File: config.mk
export PLATFORM = sky130hd
export DESIGN_NAME = store_tank_flat
export DESIGN_NICKNAME = d
export VERILOG_FILES = /design/src/rtl/store_tank_if.sv /design/src/rtl/store_tank.sv /design/src/flat_wrapper.sv
export SDC_FILE = /design/constraint.sdc
export NUM_CORES = 1
export LEC_CHECK = 0
export ABC_CLOCK_PERIOD_IN_PS = 3200
export CAP_MARGIN = 10
export CORE_MARGIN = 5
export CORE_UTILIZATION = 60
export DETAILED_ROUTE_END_ITERATION = 8
export GPL_TIMING_DRIVEN = 1
export PLACE_DENSITY = 0.83
export SYNTH_ARGS = -nofsm -noshare
export SYNTH_HDL_FRONTEND = slang
export SYNTH_SLANG_ARGS = --single-unit
File: constraint.sdc
create_clock -name clk -period 3.2 [get_ports clk]
set_input_delay 0.64 -clock clk [delete_from_list [all_inputs] [get_ports clk]]
set_output_delay 0.64 -clock clk [all_outputs]
set_load 0.05 [all_outputs]
File: src/rtl/store_tank_if.sv
// store_tank_if -- digit timing, request handshake and serial buses of the
// store tank. Optional write-protect signals appear when TANK_WPROT_EN is
// defined.
interface store_tank_if;
    logic       d0;       // first digit of the minor cycle
    logic       d35;      // last digit of the minor cycle
    logic       req;      // transfer request
    logic       wr;       // 1 = write (mob -> store), 0 = read (store -> mib)
    logic       long_w;   // 1 = 35-bit long word, 0 = 17-bit short word
    logic [4:0] addr;     // short-word address
    logic       mob;      // serial data from the computer
    logic       mib;      // serial data to the computer
    logic       busy;     // transfer pending or active
    logic       done;     // transfer-complete pulse
`ifdef TANK_WPROT_EN
    logic       wprot;    // write protect, sampled with the request
    logic       wp_err;   // protected write attempted, pulses with done
`endif

    // Store side
    modport slave (
        input  d0, d35, req, wr, long_w, addr, mob,
`ifdef TANK_WPROT_EN
        input  wprot,
        output wp_err,
`endif
        output mib, busy, done
    );

    // Computer side
    modport master (
        output d0, d35, req, wr, long_w, addr, mob,
`ifdef TANK_WPROT_EN
        output wprot,
        input  wp_err,
`endif
        input  mib, busy, done
    );
endinterface

File: src/rtl/store_tank.sv
// store_tank -- 32 x 18-bit serial store (17 word bits + sandwich digit).
// One transfer at a time: a request arms the tank, the next d0..d35 minor
// cycle carries 36 digits LSB first, and writes commit on the d35 edge.
// Optional feature macro: TANK_WPROT_EN (write protect input, wp_err output).
module store_tank (
    input  logic          clk,
    input  logic          rst_n,
    store_tank_if.slave   bus
);

    typedef enum logic [1:0] {IDLE, ARMED, XFER} state_t;

    state_t      state_q, state_d;
    logic        wr_q, long_q;
    logic [4:0]  addr_q;
    logic [35:0] rsreg_q;      // read shift register, digit n at bit 0 in window cycle n
    logic [34:0] wsreg_q;      // write capture, digit n lands at bit n after d34
    logic        done_q;

    // Store split into even/odd banks so a long word touches one row of each
    logic [17:0] even_q [16];
    logic [17:0] odd_q  [16];

    logic        accept, window, finish, commit;
    logic [3:0]  rrow, wrow;
    logic [16:0] short_sel;
    logic [35:0] snap;

`ifdef TANK_WPROT_EN
    logic        wprot_q;
    logic        wp_err_q;
`endif

    assign accept = (state_q == IDLE) && bus.req;
    // Window: the d0 cycle while armed, then every XFER cycle through d35
    assign window = ((state_q == ARMED) && bus.d0) || (state_q == XFER);
    assign finish = (state_q == XFER) && bus.d35;

`ifdef TANK_WPROT_EN
    assign commit = finish && wr_q && !wprot_q;
`else
    assign commit = finish && wr_q;
`endif

    // State register
    always_ff @(posedge clk or negedge rst_n) begin
        if (!rst_n) state_q <= IDLE;
        else        state_q <= state_d;
    end

    // Next-state logic; a request is only seen in IDLE
    always_comb begin
        state_d = state_q;
        case (state_q)
            IDLE:    if (bus.req) state_d = ARMED;
            ARMED:   if (bus.d0)  state_d = XFER;
            XFER:    if (bus.d35) state_d = IDLE;
            default: state_d = IDLE;
        endcase
    end

    // Latch the request fields at acceptance
    always_ff @(posedge clk or negedge rst_n) begin
        if (!rst_n) begin
            wr_q   <= 1'b0;
            long_q <= 1'b0;
            addr_q <= '0;
        end else if (accept) begin
            wr_q   <= bus.wr;
            long_q <= bus.long_w;
            addr_q <= bus.addr;
        end
    end

    // Read snapshot built from the incoming request, taken at ARMED entry
    always_comb begin
        rrow      = bus.addr[4:1];
        short_sel = bus.addr[0] ? odd_q[rrow][16:0] : even_q[rrow][16:0];
        if (bus.long_w) snap = {1'b0, odd_q[rrow][16:0], even_q[rrow]};
        else            snap = {19'b0, short_sel};
    end

    // Read shift register: loaded on accept (zero for writes), shifts in window
    always_ff @(posedge clk or negedge rst_n) begin
        if (!rst_n)      rsreg_q <= '0;
        else if (accept) rsreg_q <= bus.wr ? 36'b0 : snap;
        else if (window) rsreg_q <= {1'b0, rsreg_q[35:1]};
    end

    assign bus.mib = rsreg_q[0] & window;

    // Write capture: mob sampled every window edge; the d35 sample is dropped
    always_ff @(posedge clk or negedge rst_n) begin
        if (!rst_n)      wsreg_q <= '0;
        else if (window) wsreg_q <= {bus.mob, wsreg_q[34:1]};
    end

    assign wrow = addr_q[4:1];

    // Store array: not reset; commits only on a completed write's d35 edge
    always_ff @(posedge clk) begin
        if (commit) begin
            if (long_q) begin
                even_q[wrow] <= wsreg_q[17:0];
                odd_q[wrow]  <= {1'b0, wsreg_q[34:18]};
            end else if (addr_q[0]) begin
                odd_q[wrow]  <= {1'b0, wsreg_q[16:0]};
            end else begin
                even_q[wrow] <= {1'b0, wsreg_q[16:0]};
            end
        end
    end

    // done pulses for the cycle after the d35 edge
    always_ff @(posedge clk or negedge rst_n) begin
        if (!rst_n) done_q <= 1'b0;
        else        done_q <= finish;
    end

    assign bus.done = done_q;
    assign bus.busy = (state_q != IDLE);

`ifdef TANK_WPROT_EN
    // Protect flag is captured with the request so it covers the whole transfer
    always_ff @(posedge clk or negedge rst_n) begin
        if (!rst_n)      wprot_q <= 1'b0;
        else if (accept) wprot_q <= bus.wprot;
    end

    // Blocked-write error pulses alongside done
    always_ff @(posedge clk or negedge rst_n) begin
        if (!rst_n) wp_err_q <= 1'b0;
        else        wp_err_q <= finish && wr_q && wprot_q;
    end

    assign bus.wp_err = wp_err_q;
`endif

endmodule

File: src/flat_wrapper.sv
// flat-port wrapper written by rule: the top's interface ports become plain ports
module store_tank_flat 
  (clk, rst_n, bus_d0, bus_d35, bus_req, bus_wr, bus_long_w, bus_addr, bus_mob, bus_mib, bus_busy, bus_done);
  store_tank_if bus_i ();
  input  logic clk;
  input  logic rst_n;
  input wire logic [$bits(bus_i.d0)-1:0] bus_d0;
  input wire logic [$bits(bus_i.d35)-1:0] bus_d35;
  input wire logic [$bits(bus_i.req)-1:0] bus_req;
  input wire logic [$bits(bus_i.wr)-1:0] bus_wr;
  input wire logic [$bits(bus_i.long_w)-1:0] bus_long_w;
  input wire logic [$bits(bus_i.addr)-1:0] bus_addr;
  input wire logic [$bits(bus_i.mob)-1:0] bus_mob;
  output wire logic [$bits(bus_i.mib)-1:0] bus_mib;
  output wire logic [$bits(bus_i.busy)-1:0] bus_busy;
  output wire logic [$bits(bus_i.done)-1:0] bus_done;
  assign bus_i.d0 = bus_d0;
  assign bus_i.d35 = bus_d35;
  assign bus_i.req = bus_req;
  assign bus_i.wr = bus_wr;
  assign bus_i.long_w = bus_long_w;
  assign bus_i.addr = bus_addr;
  assign bus_i.mob = bus_mob;
  assign bus_mib = bus_i.mib;
  assign bus_busy = bus_i.busy;
  assign bus_done = bus_i.done;
  store_tank u_core (.clk(clk), .rst_n(rst_n), .bus(bus_i));
endmodule
==> key figures <==
Synthesis
  – Main synth FF type: edfxtp_1
  – Syn nets: 1401
  – Yosys reg bits: 640
  – Syn Area/Cell: around 18 µm²
  – Distinct cell type count of the synthesized netlist: 48
  – Yosys warnings: 0
  – Ys async rst share: 12.50%
  – Top cell type's share of synthesized area: 66.34%
  – Post-synth EDFFs: 560
  – Register area share after synthesis: roughly three quarters
  – Largest cells by area after synthesis: edfxtp_1, mux4_2, dfrtp_1
  – Top cell type by total area after synthesis: edfxtp_1
  – Instance count of the mapped netlist: 1388
  – Syn Std Cell Area: around 0.025 mm²

CTS
  – Clock transition at path regs: roughly 0.070 ns
  – CTS tree: done
  – CTS root buffer: clkbuf_16
  – # Post-CTS Setup Buffers: 0
  – CTS Buf Count: 57
  – Clock Path Buffers: 3
  – Hold buffers post-CTS: 0
  – Post-CTS sizing: 0
  – Num Clock Sinks: 640
  – Clk_lat worst skew: 0.60 ns
  – H-tree depth: 2

Place
  – DP Cell Count: between 1500 and 2000
  – Routability cong.: just over 0.9
  – Post-DP HPWL: between 30000 and 40000 µm
  – Placed standard-cell area: between 0.02 and 0.03 mm²
  – I/O Buffers: 15
  – Setup slack at placement: 0.2711 ns

Cells and area
  – Area growth from synthesis to final layout: 12.62%
  – FILL cells: 2415
  – # nets final: between 1000 and 1500
  – Total inserted antenna cells: 0
  – Layout cells sized above 1: 23.84%
  – Final std cells w/o fill: about 2100
  – Design area: 0.02855 mm²

STA
  – Relative slew slack: 27.53%
  – Setup TNS: 0 ns
  – Peak Freq: 367.7 MHz
  – Minimum clock period: 2.720 ns
  – RSZ-0062 raised after global routing: no
  – Slew Viols, Final: 0
  – Worst Slack Setup Final: a little under 0.5 ns
  – Fin crit share: 84.99%
  – Worst slew pin tran: 1.087 ns
  – Fin. Hold Viols: 0
  – Clock Skew: 0.02359 ns
  – Setup violations, final: 0

Floorplan
  – Core Area: roughly 0.042 mm²
  – Starting Density: 60.57%
  – IO Pins: 16
  – Die Width: 215.5 µm
  – Core Rows: 75
  – Die ar.: 0.04646 mm²
  – Die Height: 215.5 µm

Global route
  – GRT Total Usage: 26.63%
  – Largest net degree at the start of global routing: just over 80
  – First-pass GRT wire length: 91970 µm
  – Vias in the first global route: approximately 14000
  – Antenna violations before repair: 1
  – Overflow after GRT: 0

Critical path
  – Startpoint class of the critical path: flop
  – CP max stage cell: clkdlybuf4s50_1
  – Largest fanout on the critical path: 7
  – Crit path capture type: output pin
  – Worst Setup Path Type: flop to output pin
  – CP top delay family: buffers and inverters
  – CP required: 2.56 ns
  – CP Cell Sequence: or2_2 -> clkdlybuf4s50_1
  – Max incr delay on CP: 0.70 ns
  – Crit path arrival time: 2.08 ns
  – WP buf/inv: 1

Route
  – Drt pass-1 iters: 7
  – Iter 0 DRT Violations: 2145
  – DRC Markers: 0
  – Final ANT Viol Nets: 0
  – Post-DR wirelength/cell: approximately 30 µm
  – Routed vias: about 14000
  – Number of vias per cell: 6.853
  – WL final: slightly above 60000 µm

Worst hold path
  – Worst hold path type: input port to async pin

Outcome
  – Status: complete, no violations

Job
  – Maxcap violations: 0

Power and ir drop
  – Leak: approximately 10 nW
  – Peak supply drop: 0.4795 mV
  – Pwr dens: 692.7 mW/mm²
metal layers:
metal | share of wire, % | wire length (µm) | track usage (%)
met1 | 34 | 20930 | 34.08
met2 | 49 | 30500 | 44.03
met3 | 11 | 7067 | 6.376
met4 | 5.3 | 3290 | 12.10
met5 | 0.019 | 12 | 0
cell usage in the layout, fill, tap and decap left out, types with 8 or more instances in the layout:
cell type / count
nand2b_1: 8
a21oi_1: 22
nand2_1: 165
nand3_1: 13
bufinv_16: 11
mux2i_1: 95
clkdlybuf4s50_1: 9
edfxtp_1: 560
dfrtp_1: 80
o22ai_1: 19
clkbuf_16: 59
mux2_2: 23
nor2_2: 33
o21a_1: 14
mux4_2: 100
a221oi_1: 29
a211o_1: 11
o21ai_1: 8
clkinv_2: 16
o21ai_0: 26
buf_4: 70
buf_12: 15
nor2_1: 23
a22oi_1: 11
per-stage QoR:
step                      total power [mW]  hold slack, ns  utilization, %
after floorplan                      11.72          0.3444               -
after global placement               12.35          0.4664           63.42
after detailed placement             12.50          0.4848           63.42
after CTS                            19.73          0.2574           68.21
after global routing                 20.36          0.3109           68.21
final                                19.78          0.2239           68.21
final cells by class:
type / instances / area, µm² / share of cell area [%]
well taps: 539 / 674.4 / 2.362
multi-input cells: 665 / 6096 / 21.35
clock buffers: 66 / 1503 / 5.264
inverters: 4 / 15.01 / 0.05259
flip-flops and latches: 640 / 18820 / 65.92
repair buffers: 97 / 940.9 / 3.296
clock inverters: 42 / 500.5 / 1.753
cells in the mapped netlist, types with 8 or more instances:
master / instances
edfxtp_1: 560
nor2_1: 55
nand2_1: 166
mux2i_1: 95
a21oi_1: 22
nand3_1: 13
buf_2: 24
dfrtp_1: 80
o21ai_0: 26
o21ai_1: 8
buf_1: 13
mux2_2: 23
a22oi_1: 11
nand2b_1: 8
a221oi_1: 29
o22ai_1: 19
o21a_1: 14
buf_6: 12
mux4_2: 100
clkbuf_1: 22
a211o_1: 11
flip-flops by register name (all words and copies together), names as in the netlist:
| signal | count |
|---|---|
| u_core.even_q | 288 |
| u_core.wr_q | 1 |
| u_core.odd_q | 272 |
| u_core.state_q | 2 |
| u_core.wsreg_q | 35 |
| u_core.long_q | 1 |
| u_core.addr_q | 5 |
| u_core.bus.done | 1 |
| u_core.rsreg_q | 35 |
kinds of logic after synthesis:
kind of cell | share of synthesized area (%)
AOI/OAI and AO/OA | 4.832
buffers and inverters | 2.058
DFF | 74.23
muxes | 14.38
and+or+nand+nor | 4.492
path summary, 6_finish.rpt:
| kind | slack, ns | to | startpoint | cells past startpoint |
|---|---|---|---|---|
| min in group clk | 0.50 | u_core.rsreg_q[28]$_DFFE_PN0P_ | u_core.rsreg_q[28]$_DFFE_PN0P_ | 1 |
| max in group asynchronous | 2.26 | u_core.wsreg_q[34]$_DFFE_PN0P_ | rst_n | 1 |
| max | 0.48 | bus_busy | u_core.state_q[0]$_DFFE_PN0P_ | 2 |
| min reg2reg | 0.50 | u_core.rsreg_q[28]$_DFFE_PN0P_ | u_core.rsreg_q[28]$_DFFE_PN0P_ | 1 |
| min | 0.22 | u_core.state_q[1]$_DFFE_PN0P_ | rst_n | 1 |
| max reg2reg | 0.65 | u_core.even_q[11][5]$_DFFE_PP_ | u_core.state_q[1]$_DFFE_PN0P_ | 6 |
where the power goes:
part | leakage [nW] | switching (mW) | internal [mW]
Clock | 0.978 | 3.03 | 4.26
Sequential | 6.34 | 0.351 | 9.85
Combinational | 2.84 | 1.52 | 0.754
Total | 10.2 | 4.90 | 14.9
No activity file was read; power rests on OpenSTA's default activity.
